==> src/rtl/fan_pwm_ctrl_multi.sv <==
// ---------------------------------------------------------------------------
// fan_pwm_ctrl_multi
//
// Multi-channel PWM fan/actuator controller.
//
// Each channel has a programmable duty target. The duty actually driven only
// changes at the end of a PWM period, so the output never glitches. The duty
// ramps up toward the target (soft-start), drops to a lower target at once,
// and every output goes fully on while the global enable is low (failsafe).
//
// Optional feature macro: FAN_PWM_TACH_EN
//   defined   : per-channel tachometer edge counting over a fixed window
//   undefined : tach_i is ignored, tach_cnt_o / tach_valid_o are tied to 0
//
// Ports:
//   clk_i         clock (soc_clk)
//   rst_i         synchronous active-high reset
//   en_i          global enable, low = failsafe (all PWM outputs high)
//   duty_i        per-channel duty targets, channel c at [c*CntWidth +: CntWidth]
//   duty_valid_i  per-channel target load strobe
//   pwm_o         per-channel PWM outputs (registered)
//   ramping_o     per-channel "current duty below target" (registered)
//   tach_i        per-channel asynchronous tach pulses
//   tach_cnt_o    per-channel rising-edge counts of the last window
//   tach_valid_o  one-cycle pulse when tach_cnt_o updates
// ---------------------------------------------------------------------------
module fan_pwm_ctrl_multi #(
    parameter int NumChannels = 2,
    parameter int CntWidth    = 8,
    parameter int PrescaleDiv = 20,
    parameter int RampStep    = 1,
    parameter int TachWindow  = 50000000,
    parameter int TachWidth   = 16
) (
    input  logic                            clk_i,
    input  logic                            rst_i,
    input  logic                            en_i,
    input  logic [NumChannels*CntWidth-1:0] duty_i,
    input  logic [NumChannels-1:0]          duty_valid_i,
    output logic [NumChannels-1:0]          pwm_o,
    output logic [NumChannels-1:0]          ramping_o,
    input  logic [NumChannels-1:0]          tach_i,
    output logic [NumChannels*TachWidth-1:0] tach_cnt_o,
    output logic                            tach_valid_o
);

    // Prescaler width; a divide of 1 still needs one (constant-zero) bit.
    localparam int              PreW      = (PrescaleDiv > 1) ? $clog2(PrescaleDiv) : 1;
    localparam logic [PreW-1:0] PreLast   = PreW'(PrescaleDiv - 1);
    // A step larger than the full range behaves like the full range.
    localparam int              RampClamp = (RampStep > (2 ** CntWidth)) ? (2 ** CntWidth) : RampStep;
    localparam logic [CntWidth:0] RampInc = (CntWidth + 1)'(RampClamp);

    logic [PreW-1:0]                         r_pre;
    logic [CntWidth-1:0]                     r_cnt;
    logic [NumChannels-1:0][CntWidth-1:0]    r_cur;
    logic [NumChannels-1:0][CntWidth-1:0]    r_target;
    logic [NumChannels-1:0]                  r_pwm;
    logic [NumChannels-1:0]                  r_ramping;
    logic                                    w_tick;
    logic                                    w_period_end;

    // Next duty at a period boundary: saturating ramp up, immediate drop down.
    function automatic logic [CntWidth-1:0] ramp_next(
        input logic [CntWidth-1:0] cur,
        input logic [CntWidth-1:0] tgt
    );
        logic [CntWidth:0] w_sum;
        w_sum = {1'b0, cur} + RampInc;
        if (cur > tgt) begin
            ramp_next = tgt;
        end else if (w_sum > {1'b0, tgt}) begin
            ramp_next = tgt;
        end else begin
            ramp_next = w_sum[CntWidth-1:0];
        end
    endfunction

    assign w_tick       = (r_pre == PreLast);
    assign w_period_end = w_tick && (r_cnt == '1);

    // Prescaler: counts 0..PrescaleDiv-1, parked at 0 during failsafe.
    always_ff @(posedge clk_i) begin
        if (rst_i) begin
            r_pre <= '0;
        end else if (!en_i) begin
            r_pre <= '0;
        end else if (w_tick) begin
            r_pre <= '0;
        end else begin
            r_pre <= r_pre + 1'b1;
        end
    end

    // PWM period counter: advances once per tick, wraps naturally.
    always_ff @(posedge clk_i) begin
        if (rst_i) begin
            r_cnt <= '0;
        end else if (!en_i) begin
            r_cnt <= '0;
        end else if (w_tick) begin
            r_cnt <= r_cnt + 1'b1;
        end else begin
            r_cnt <= r_cnt;
        end
    end

    // Per-channel target/duty/output state. Targets load on their strobe;
    // the ramp compare at a period end sees the target from before this edge.
    always_ff @(posedge clk_i) begin
        if (rst_i) begin
            r_cur     <= '0;
            r_target  <= '0;
            r_pwm     <= '0;
            r_ramping <= '0;
        end else begin
            for (int c = 0; c < NumChannels; c++) begin
                if (duty_valid_i[c]) begin
                    r_target[c] <= duty_i[c*CntWidth +: CntWidth];
                end else begin
                    r_target[c] <= r_target[c];
                end
                if (!en_i) begin
                    r_cur[c] <= '0;
                    r_pwm[c] <= 1'b1;
                end else begin
                    if (w_period_end) begin
                        r_cur[c] <= ramp_next(r_cur[c], r_target[c]);
                    end else begin
                        r_cur[c] <= r_cur[c];
                    end
                    r_pwm[c] <= (r_cnt < r_cur[c]);
                end
                r_ramping[c] <= (r_cur[c] < r_target[c]);
            end
        end
    end

    assign pwm_o     = r_pwm;
    assign ramping_o = r_ramping;

`ifdef FAN_PWM_TACH_EN
    localparam int               TwW     = $clog2(TachWindow);
    localparam logic [TwW-1:0]   WinLast = TwW'(TachWindow - 1);

    logic [NumChannels-1:0]                r_tach_meta;
    logic [NumChannels-1:0]                r_tach_sync;
    logic [NumChannels-1:0]                r_tach_prev;
    logic [NumChannels-1:0][TachWidth-1:0] r_tach_acc;
    logic [NumChannels-1:0][TachWidth-1:0] r_tach_cnt;
    logic [TwW-1:0]                        r_win;
    logic                                  r_tach_valid;
    logic [NumChannels-1:0]                w_tach_rise;
    logic                                  w_win_last;

    // Saturating increment so a fast tach never wraps to a small count.
    function automatic logic [TachWidth-1:0] sat_inc(
        input logic [TachWidth-1:0] cnt,
        input logic                 inc
    );
        if (inc && (cnt != '1)) begin
            sat_inc = cnt + 1'b1;
        end else begin
            sat_inc = cnt;
        end
    endfunction

    assign w_tach_rise = r_tach_sync & ~r_tach_prev;
    assign w_win_last  = (r_win == WinLast);

    // Tach synchroniser, edge counting and window publish; independent of en_i.
    always_ff @(posedge clk_i) begin
        if (rst_i) begin
            r_tach_meta  <= '0;
            r_tach_sync  <= '0;
            r_tach_prev  <= '0;
            r_tach_acc   <= '0;
            r_tach_cnt   <= '0;
            r_win        <= '0;
            r_tach_valid <= 1'b0;
        end else begin
            r_tach_meta <= tach_i;
            r_tach_sync <= r_tach_meta;
            r_tach_prev <= r_tach_sync;
            if (w_win_last) begin
                r_win        <= '0;
                r_tach_valid <= 1'b1;
                for (int c = 0; c < NumChannels; c++) begin
                    // An edge seen in the window's last cycle still belongs to it.
                    r_tach_cnt[c] <= sat_inc(r_tach_acc[c], w_tach_rise[c]);
                    r_tach_acc[c] <= '0;
                end
            end else begin
                r_win        <= r_win + 1'b1;
                r_tach_valid <= 1'b0;
                for (int c = 0; c < NumChannels; c++) begin
                    r_tach_cnt[c] <= r_tach_cnt[c];
                    r_tach_acc[c] <= sat_inc(r_tach_acc[c], w_tach_rise[c]);
                end
            end
        end
    end

    assign tach_cnt_o   = r_tach_cnt;
    assign tach_valid_o = r_tach_valid;
`else
    logic w_unused_tach;

    assign w_unused_tach = ^{tach_i, TachWindow[0]};
    assign tach_cnt_o    = '0;
    assign tach_valid_o  = 1'b0;
`endif

endmodule
==> config.mk <==
export PLATFORM = sky130hd
export DESIGN_NAME = fan_pwm_ctrl_multi
export DESIGN_NICKNAME = d
export VERILOG_FILES = /design/src/rtl/fan_pwm_ctrl_multi.sv
export SDC_FILE = /design/constraint.sdc
export NUM_CORES = 1
export LEC_CHECK = 0
export BUFFER_PORTS_ARGS = -buffer_cell sky130_fd_sc_hd__buf_2
export CORE_MARGIN = 2
export CORE_UTILIZATION = 35
export CTS_BUF_LIST = sky130_fd_sc_hd__clkbuf_4 sky130_fd_sc_hd__clkbuf_8
export CTS_CLUSTER_DIAMETER = 40
export DETAILED_ROUTE_END_ITERATION = 8
export GPL_TIMING_DRIVEN = 0
export PLACE_DENSITY = 0.53
export SYNTH_ARGS = -nofsm -noshare
export SYNTH_HDL_FRONTEND = slang
export SYNTH_SLANG_ARGS = --single-unit
==> constraint.sdc <==
create_clock -name clk_i -period 3.1 [get_ports clk_i]
set_input_delay 0.62 -clock clk_i [delete_from_list [all_inputs] [get_ports clk_i]]
set_output_delay 0.62 -clock clk_i [all_outputs]
set_load 0.05 [all_outputs]
======== Word level (Yosys, flattened, before mapping) ========
Index checks and enable logic that the tools add are counted.
storage, ports and cells
  input port bits ......................... 23
  flip-flop bits (word level) ............. 49
  logic and storage cells ................. 32
  output and inout bits ................... 37
cells by class
  reduce and logical (&&, ||, !) cells .... 3
  bitwise gates (word level) .............. 1
  $lt $le $gt $ge ......................... 8
  eq/ne operators ......................... 2
  mux-type cells .......................... 6
  add/sub/neg operators ................... 4
operators with widths
  operator                                      number
  less-than comparator 8 bit                    4
  2-to-1 mux 8 bit                              4
  adder 8 x 1 -> 9 bit (second input constant)  2
  > comparator 9 x 8 -> 1 bit                   2
  > comparator 8 bit                            2
  adder 8 x 1 -> 8 bit (second input constant)  1
  equality test 8 bit (second input constant)   1
  adder 5 x 1 -> 5 bit (second input constant)  1
  equality test 5 bit (second input constant)   1
  OR reduction 3 bit                            1
  2-to-1 mux 1 bit                              2
  OR reduction 2 bit                            1
  logical AND 1 bit                             1
  inverter 1 bit                                1

======== Logic depth before layout (Yosys ltp) ========
  depth in word-level cells ............... 4
  mapped depth ............................ 15
  depth with buffers taken out ............ 13

======== Worst setup path after synthesis ========
No wires, ideal clock.
  path kind ............................... reg2reg
  start point ............................. reg r_cur[2] (netlist name)
  end point ............................... reg r_cur[7] (netlist name)
  path buffers ............................ 1
  setup time .............................. 0.095 ns
  data required time ...................... 3.005 ns
  slack ................................... 0.185 ns
  arrival ................................. 2.820 ns
  period minus slack after synthesis ...... 2.915 ns
  stages on the path, launching flop included .. 15
  cell sequence ........................... dfxtp_1 -> inv_1 -> nor3_1 -> nand3_1 -> or3_1 -> xnor2_1 -> ha_1 -> nand3_1 -> nor4_1 -> a21oi_1 -> nand2_1 -> and2_1 -> buf_6 -> or4_1 -> o311ai_1
on the way
  longest elaborated chain between the ends .. 4
  elaborated cells on any way between the ends .. 5
RTL lines
  item                             line  source
  start, declared                  56    logic [NumChannels-1:0][CntWidth-1:0] r_cur;
  start signal, assigned by index  128   r_cur[c] <= ramp_next(r_cur[c], r_target[c]);
  start signal, assigned by index  130   r_cur[c] <= r_cur[c];
  adder 8 x 1 -> 9 bit             69    w_sum = {1'b0, cur} + RampInc;
  > comparator 9 x 8 -> 1 bit      72    end else if (w_sum > {1'b0, tgt}) begin
  2-to-1 mux 8 bit                 72
  2-to-1 mux 8 bit (*)             70    if (cur > tgt) begin
Mark *: on every way between the ends. The rest lies on a longest branch, timed or not.
A chain may end at the register's enable or synchronous reset.

======== Final worst setup path ========
  start point ............................. reg r_cur[3] (netlist name)
  end point ............................... reg r_cur[7] (netlist name)
Same word-level chain as after synthesis.

==> results.toml <==
[outcome]
status = "completed"

[synth]
yosysTopAreaCell = "dfxtp_1"
synth_seq_cells = 49
yosysSeqAreaShare_pct = 26.24
async_reset_ff_share_pct = 0
synthCells = 444
synth.area.top_cells = "dfxtp_1 (26%), ha_1 (17%), mux2i_1 (7.5%), buf_4 (6.8%), inv_1 (3.6%)"
synth_warnings = 0
synth_edf_count = 0
ys.flop_type = "dfxtp_1"
synth_area_per_cell_um2 = 8.420
synth_top_cell_area_share_pct = 26.24
yosysMostFrequentCell = "ha_1"
synthDistinctLibCells = 52
synth_area_um2 = 3739
synth_common_cells = "ha_1 (50), dfxtp_1 (49), inv_1 (36)"

[timing]
rsz0062_at_grt = "yes"
tightestPinTransition_ns = 0.7497
hold_slack_ns = 0.4662
worst_slack_ns = 0.05568
finalCritPeriodShare_pct = 98.20
finalClockSkew_ns = 0.009281
finalSetupViolCount = 0
finalCriticalPeriod_ns = 3.044
finalHoldViolations = 0
slew_viol_final = 0
relSlewSlack_pct = 49.64
setup_tns_ns = 0
fmax_mhz = 328.5

[global_route]
grt_usage_pct = 15.54
grt_use_met2_pct = 26.67
met3_usage_pct = 2.240
grt_max_degree = 16
grt_pass1_wl_um = 14370
grt_pass1_vias = 2965
busiest_layer = "met2"
grt_remaining_overflow = 0
antenna_found_initial = 0
globalRouteMet1Util_pct = 20.49

[routing]
vias_per_cell = 4.871
wl_um = 8947
vias = 3166
drt-initial-drc-count = 113
antenna_left = 0
wire_per_inst_um = 13.76
drc = 0
first_pass_iters = 4

[final_layout]
nFillCells = 1049
drive_gt1_share_pct = 22.96
ff_latch_area_um2 = 1001
multi_input_area_um2 = 2594
utilization_pct = 43.71
n_antenna_cell = 0
syn_to_final_growth_pct = 21.25
fin_nets = 586

[setup_path]
cp_data_arrival_time_ns = 3.27
worst-path-max-fanout = 10
cp.required_ns = 3.33
reg2reg_from = "r_cur[3]"
worstSetupStartpointType = "flip-flop"
cp-startpoint = "r_cur[3]"
crit_type = "flip-flop to flip-flop"
critPathCaptureType = "flip-flop"

[power]
power_frac_seq_pct = 39.5
max-vdd-ir-drop_uv = 269.8
internal_power_mw = 1.144
combPwrFrac_pct = 27.2
cellPowerDensity_nw_per_um2 = 370.5
p_leak_nw = 2.010
power_switching_share_pct = 31.89
p_switching_mw = 0.5356
pwr-share-clk_pct = 33.3

[floorplan]
fp.dieW_um = 107.4
fp.coreArea_um2 = 10370
fp.dieH_um = 107.4
die_area_um2 = 11520
start_util_pct = 36.05
io_pins = 60
num_rows = 37

[clocking]
clockRootBuffer = "clkbuf_8"
postCtsHoldBufs = 0
path_clk_slew_ns = 0.10
tritoncts = "built"
cts_buffers = 5
htreeDepth = 2
clock_path_buffers = 2
clk_latency_ns = 0.32
clkSinkCount = 49

[hold_path]
hp-class = "flip-flop to flip-flop"
hold_start = "r_pre[0]"

[place]
portBuffers = 22
routabilityCongestion = 0.8043
dpl_worst_slack_ns = -0.3310
hpwl_um = 6747

[job]
drv_cap = 0
## repair_timing
item                       in CTS  in global routing
hold endpoints to repair        0                  0
gates resized for setup        14                 31
setup endpoints to repair      16                 16
buffers inserted                4                  5
gates cloned                    0                  0
pin swaps                       3                  9
## power by group through the flow
stage,Clock [mW],Sequential [mW],Combinational [mW]
floorplan,0,0.694,0.293
global placement,0,0.679,0.374
detailed placement,0,0.680,0.379
CTS,0.574,0.665,0.406
global route,0.594,0.665,0.489
finish,0.560,0.663,0.457
## placed cells by master, fill, tap and decap left out, drive strengths merged, types with 5 or more instances in the layout
master	count
buf	70
ha	50
dfxtp	49
inv	36
nor2	35
conb	33
mux2i	28
nand3	22
nand2	20
a21oi	18
o21ai	14
xnor2	14
clkbuf	13
a21o	11
nor3	11
nand4	9
a31oi	8
xor2	7
and3	7
nor4	6
nor2b	5
## layer usage
metal	wire, um	vias to the layer above	part of all wire, %
met5	0	-	0
met4	51	0	0.57
met3	371	5	4.1
met2	4231	62	47
met1	4292	1461	48
li1	-	1638	-
## critical path: stages, from the launching register on
cell      delay (ns)
dfxtp_2         0.35
buf_6           0.12
inv_1           0.06
nor3_2          0.14
nand3_1         0.13
or3_4           0.44
xnor2_4         0.22
ha_4            0.25
nand3_4         0.10
nor4_4          0.04
a21oi_2         0.13
nand2_2         0.08
and2_1          0.17
buf_6           0.14
or4_1           0.46
o311ai_1        0.10
## through the flow
step	instance area (um^2)	cells	power, mW
after floorplan	3859	476	0.9870
after global placement	4139	634	1.053
after detailed placement	4139	634	1.059
after CTS	4357	645	1.644
after global routing	4533	650	1.749
final	4533	650	1.679
## flip-flops by register name (all words and copies together), names as in the netlist
signal	cells
r_cur	16
r_target	16
r_cnt	8
r_pre	5
pwm_o	2
ramping_o	2
## cells by family after synthesis
| logic type | share of synthesized area, % |
|---|---|
| simple gates | 19.14 |
| flops | 26.24 |
| buf+inv | 12.15 |
| mux | 7.798 |
| fa+ha+maj | 16.73 |
| other cells | 0.1003 |
| compound gates | 12.92 |
| xor+xnor | 4.920 |
## cell type report
cell class                      instances  share of cell area (%)
Clock inverter                          3                   1.435
Timing Repair Buffer                   31                   3.919
Clock buffer                            5                   1.518
Tap cell                              136                   3.754
Inverter                               36                   2.981
Multi-Input combinational cell        343                   57.22
Buffer                                 47                   7.094
Sequential cell                        49                   22.08
## final timing paths
kind | to | slack (ns) | cells past startpoint
max | r_cur[7] | 0.06 | 15
min | r_pre[0] | 0.47 | 1
max reg2reg | r_cur[7] | 0.06 | 15
min reg2reg | r_pre[0] | 0.47 | 1
Power figures use the tool's default switching activity.
